`src/rtl/branch_predictor_btb.sv`:
```
// Direct-mapped BTB with per-entry saturating counters: predicts the next PC for IF and trains from ID.
// Latency: lookup and resolve are combinational (0 cycles); training and statistics land on the next clk edge.
// Backpressure: none; one lookup and one update are accepted every cycle, with no stall path.
module branch_predictor_btb #(
    parameter int ADDR_WIDTH = 32,
    parameter int ENTRIES    = 16,
    parameter int TAG_BITS   = 8,
    parameter int CTR_BITS   = 2,
    parameter int STAT_WIDTH = 16
) (
    input  logic                  clk,
    input  logic                  reset,
    input  logic [ADDR_WIDTH-1:0] lookup_pc,
    output logic                  pred_hit,
    output logic                  pred_taken,
    output logic [ADDR_WIDTH-1:0] pred_target,
    input  logic                  update_valid,
    input  logic [ADDR_WIDTH-1:0] update_pc,
    input  logic                  update_is_jump,
    input  logic                  update_taken,
    input  logic [ADDR_WIDTH-1:0] update_target,
    input  logic                  update_pred_taken,
    input  logic [ADDR_WIDTH-1:0] update_pred_target,
    input  logic                  flush_all,
    output logic                  mispredict,
    output logic [ADDR_WIDTH-1:0] redirect_pc,
    output logic [STAT_WIDTH-1:0] stat_branches,
    output logic [STAT_WIDTH-1:0] stat_mispredicts
);
    localparam int IDX_W = $clog2(ENTRIES);
    localparam logic [CTR_BITS-1:0]   CTR_MAX     = {CTR_BITS{1'b1}};
    localparam logic [CTR_BITS-1:0]   CTR_WEAK_T  = CTR_BITS'(1 << (CTR_BITS - 1));
    localparam logic [CTR_BITS-1:0]   CTR_WEAK_NT = CTR_BITS'((1 << (CTR_BITS - 1)) - 1);
    localparam logic [ADDR_WIDTH-1:0] PC_STEP     = ADDR_WIDTH'(4);

    // Table state; tag/target/counter live in arrays indexed by pc[IDX_W+1:2]
    logic [ENTRIES-1:0]    validQ;
    logic [ENTRIES-1:0]    isJumpQ;
    logic [TAG_BITS-1:0]   tagQ    [ENTRIES];
    logic [ADDR_WIDTH-1:0] targetQ [ENTRIES];
    logic [CTR_BITS-1:0]   ctrQ    [ENTRIES];

    logic [STAT_WIDTH-1:0] statBranchesQ;
    logic [STAT_WIDTH-1:0] statMispredQ;

    logic [IDX_W-1:0]    lookIdx;
    logic [TAG_BITS-1:0] lookTag;
    logic [IDX_W-1:0]    updIdx;
    logic [TAG_BITS-1:0] updTag;
    logic                updHit;
    logic                effTaken;

    assign lookIdx = lookup_pc[IDX_W+1:2];
    assign lookTag = lookup_pc[IDX_W+1+TAG_BITS:IDX_W+2];
    assign updIdx  = update_pc[IDX_W+1:2];
    assign updTag  = update_pc[IDX_W+1+TAG_BITS:IDX_W+2];
    assign updHit  = validQ[updIdx] && (tagQ[updIdx] == updTag);

    // Jumps are always taken regardless of the reported branch outcome
    assign effTaken = update_taken | update_is_jump;

    // IF-side lookup reads only registered state, so a same-cycle update is not visible yet
    always_comb begin
        pred_hit    = validQ[lookIdx] && (tagQ[lookIdx] == lookTag);
        pred_taken  = pred_hit && (isJumpQ[lookIdx] || ctrQ[lookIdx][CTR_BITS-1]);
        pred_target = pred_taken ? targetQ[lookIdx] : lookup_pc + PC_STEP;
    end

    // ID-side resolve: compare the carried prediction against the actual outcome
    always_comb begin
        mispredict  = update_valid &&
                      ((effTaken != update_pred_taken) ||
                       (effTaken && (update_pred_target != update_target)));
        redirect_pc = effTaken ? update_target : update_pc + PC_STEP;
    end

    // Table training; flush beats a concurrent update, reset beats everything
    always_ff @(posedge clk) begin
        if (reset) begin
            validQ  <= '0;
            isJumpQ <= '0;
            for (int i = 0; i < ENTRIES; i++) begin
                tagQ[i]    <= '0;
                targetQ[i] <= '0;
                ctrQ[i]    <= CTR_WEAK_NT;
            end
        end else if (flush_all) begin
            validQ <= '0;
        end else if (update_valid) begin
            if (updHit) begin
                if (effTaken) begin
                    if (ctrQ[updIdx] != CTR_MAX) begin
                        ctrQ[updIdx] <= ctrQ[updIdx] + CTR_BITS'(1);
                    end
                    targetQ[updIdx] <= update_target;
                end else if (ctrQ[updIdx] != '0) begin
                    ctrQ[updIdx] <= ctrQ[updIdx] - CTR_BITS'(1);
                end
                isJumpQ[updIdx] <= update_is_jump;
            end else if (effTaken) begin
                validQ[updIdx]  <= 1'b1;
                isJumpQ[updIdx] <= update_is_jump;
                tagQ[updIdx]    <= updTag;
                targetQ[updIdx] <= update_target;
                ctrQ[updIdx]    <= update_is_jump ? CTR_MAX : CTR_WEAK_T;
            end
        end
    end

    // Saturating statistics counters; a flush does not clear them
    always_ff @(posedge clk) begin
        if (reset) begin
            statBranchesQ <= '0;
            statMispredQ  <= '0;
        end else begin
            if (update_valid && (statBranchesQ != '1)) begin
                statBranchesQ <= statBranchesQ + STAT_WIDTH'(1);
            end
            if (mispredict && (statMispredQ != '1)) begin
                statMispredQ <= statMispredQ + STAT_WIDTH'(1);
            end
        end
    end

    assign stat_branches    = statBranchesQ;
    assign stat_mispredicts = statMispredQ;

endmodule

```
`config.mk`:
```
export PLATFORM = sky130hd
export DESIGN_NAME = branch_predictor_btb
export DESIGN_NICKNAME = d
export VERILOG_FILES = /design/src/rtl/branch_predictor_btb.sv
export SDC_FILE = /design/constraint.sdc
export NUM_CORES = 1
export LEC_CHECK = 0
export BUFFER_PORTS_ARGS = -buffer_cell sky130_fd_sc_hd__clkbuf_2
export CAP_MARGIN = 15
export CELL_PAD_IN_SITES_DETAIL_PLACEMENT = 0
export CELL_PAD_IN_SITES_GLOBAL_PLACEMENT = 2
export CORE_AREA = 5 5 327 297
export CTS_CLUSTER_SIZE = 25
export DETAILED_ROUTE_END_ITERATION = 10
export DIE_AREA = 0 0 332 302
export PLACE_DENSITY = 0.87
export RECOVER_POWER = 50
export SLEW_MARGIN = 20
export SYNTH_ARGS = -nofsm -noshare
export SYNTH_HDL_FRONTEND = slang
export SYNTH_SLANG_ARGS = --single-unit
```
`constraint.sdc`:
```
create_clock -name clk -period 3 [get_ports clk]
set_clock_uncertainty 0.05 [all_clocks]
set_input_delay 0.15 -clock clk [delete_from_list [all_inputs] [get_ports clk]]
set_output_delay 0.15 -clock clk [all_outputs]
set_load 0.005 [all_outputs]
```
==> flow_summary.ini <==
[outcome]
outcome = complete, but fails checks
violations = max-capacitance violations, max-slew violations, negative setup slack

[sta]
slew_violations = 78
relSlewSlack = -0.229
rsz0062_at_grt = yes
final.setup.tns_ps = -30060
finalSetupViolCount = 113
finalCritPeriodShare = 1.23
hold_violations = 0
layout_setup_ws_ps = -696
fmax_ghz = 0.271
worst_slew_pin_slew_ps = 1840
layout_min_cycle_time_ps = 3700

[drt]
drc = 0
wire_per_inst_um = 28.4
ant_nets = 0
drt_wl_total_um = 124000
drt-initial-drc-count = 3330
first_pass_iters = 5
via_per_inst = 5.77
vias = 25300

[power_and_ir_drop]
peakVddDrop_mv = 0.440
powerDensity_nw_per_um2 = 552
p_leak_nw = 16.0

[global_routing]
met1_usage = 0.327
grt_busiest_layer = met2
grt_max_degree = 78
grt_pass1_vias = 25600
use_met3 = 0.0570
use_met2 = 0.394
track_usage = 0.242
antenna_found_initial = 6
grt_pass1_wl_um = 178000
grt_overflow_total = 0

[finish]
nets = 3210
drive_gt1_frac = 0.286
area_growth_pct = 20.1
final_common_cell = edfxtp_1
final_cell_mix = edfxtp_1 (672), and2_1 (418), mux4_2 (223)
instances_no_fill = 4386

[critical_path]
rr_endpoint = ctrQ[10][0]$_SDFFCE_PN1P_
timing.rr.start = tagQ[13][6]$_SDFFCE_PN0P_
worst_setup_path_end_kind = output pin
arrival_ps = 3500
reg2regPathDepth = 10
criticalPathCategory = register to output pin
cp_max_fo = 8
worst-endpoint-required_ps = 2800
crit_path_start_kind = register
reg2reg_slack_ps = -150

[logic_synthesis]
syn-cell-area_sq_um = 36900
synth_cell_types = 59
synthCells = 2679
synthFlopType = edfxtp_1
yosysSeqAreaShare = 0.581
avgSynthCellArea_sq_um = 13.8
syn-num-nets = 2821
synth_enable_flop_cells = 672
ys_warn_count = 0
synthArstFlopShare = 0
synth_seq_cells = 736

[min_path]
hold_class = primary input to register
hold_end = targetQ[12][11]$_SDFFCE_PN0P_
whs_path_depth = 3
hold_start = update_target[11]

[placement]
placed_cells = 4208
dp_hpwl_um = 80600
pre_cts_slack_ps = -327
gp_congestion = 0.888
io_buffers = 233

[floorplanning]
chipHeight_um = 302
start_util = 0.395
design.core.area_sq_um = 93600
ios = 234
rows = 107
die_width_um = 332
die_area_sq_um = 100000

[clock_tree]
clk_latency_ps = 640
clkTransAtPathRegs_ps = 60
clockBufferDepth = 3
clk_root_buffer_cell = clkbuf_16
cts_max_level = 3
cts-buffers-inserted = 78
cts_tree = built
cts_sinks = 736

[job]
drv_cap = 1
-- kinds of logic (layout without fill, tap and decap cells) --
| family | after synthesis | in the layout | share of synthesized area |
|---|---|---|---|
| AOI/OAI and AO/OA | 209 | 209 | 0.0377 |
| xor gates and xnor gates | 126 | 126 | 0.0303 |
| adders and majority gates | 7 | 7 | 0.00237 |
| buffers and inverters | 228 | 678 | 0.0265 |
| DFF | 736 | 736 | 0.581 |
| muxes | 309 | 310 | 0.167 |
| other | 0 | 3 | 0 |
| and+or+nand+nor | 1064 | 1064 | 0.155 |
-- worst max-delay path by stage --
stage	depth (start not counted)	from	to	slack, ps
2_1_floorplan	10	update_pc[2]	tagQ[0][0]$_SDFFCE_PN0P_	7
3_3_place_gp	13	lookup_pc[2]	pred_target[16]	-250
3_5_place_dp	13	lookup_pc[2]	pred_target[27]	-330
4_1_cts	10	tagQ[15][3]$_SDFFCE_PN0P_	pred_target[27]	-730
5_1_grt	12	tagQ[11][2]$_SDFFCE_PN0P_	pred_target[26]	-800
6_report	10	tagQ[15][3]$_SDFFCE_PN0P_	pred_target[24]	-700
-- state kept, by name (all words and copies together) (netlist names) --
| signal | count |
|---|---|
| targetQ | 512 |
| validQ | 16 |
| tagQ | 128 |
| stat_mispredicts | 16 |
| isJumpQ | 16 |
| stat_branches | 16 |
| ctrQ | 32 |
-- worst max-delay path, cell delays in order (launching register included) --
cell and delay, ps:
edfxtp_1 410, mux4_2 510, mux4_2 520, xnor2_2 190, nand4_2 140, nor4_4 170, buf_6 160, buf_12 190
clkbuf_16 180, mux2_4 290, clkbuf_2 110
-- timing repair --
action                                  4_1_cts  5_1_grt
endpoints found under the setup margin      325      351
resized for setup                            25       53
hold buffers                                 16        0
endpoints found under the hold margin       139        0
setup buffers                                 5        9
pin swaps                                     5       11
gates cloned                                  3        2
-- where the power goes --
part / switching (mW) / internal, mW
clock network: 4.14 / 5.81
logic: 1.51 / 1.18
registers: 0.183 / 11.7
-- synth_stat cells (45+ instances only) --
| library cell | n | area [sq um] |
|---|---|---|
| and2_1 | 517 | 3230 |
| clkbuf_1 | 150 | 563 |
| xor2_1 | 65 | 569 |
| mux2i_1 | 45 | 450 |
| edfxtp_1 | 672 | 20200 |
| o21ai_0 | 55 | 275 |
| mux4_2 | 220 | 4950 |
| nand3_1 | 65 | 325 |
| dfxtp_1 | 64 | 1280 |
| nor2_1 | 219 | 822 |
| nand2_1 | 126 | 473 |
| xnor2_1 | 59 | 517 |
-- metal layers --
layer	part of all wire	vias up	wire [um]
li1	-	10700	-
met1	0.38	12900	47600
met2	0.48	1500	59200
met3	0.11	190	13600
met4	0.033	0	4050
met5	0	-	0
-- through the flow --
step / area [sq um] / power, mW / util / hold WS (ps)
2_1_floorplan: 36900 / 13.4 / - / 296
3_3_place_gp: 41400 / 14.6 / 0.442 / 432
3_5_place_dp: 41400 / 14.7 / 0.442 / 442
4_1_cts: 44300 / 24.6 / 0.474 / 11.1
5_1_grt: 44400 / 25.2 / 0.474 / 30.9
6_report: 44400 / 24.5 / 0.474 / 29.8
-- area by class of cell --
class / instances / area (sq um)
tap: 1253 / 1570
multi-input combinational: 1716 / 14700
clock inverter: 45 / 536
clock buffer: 97 / 2070
sequential: 736 / 21500
fill: 8118 / 49200
timing repair buffer: 520 / 3950
antenna: 3 / 7.51
inverter: 16 / 60.1
No activity file was read; power rests on OpenSTA's default activity.
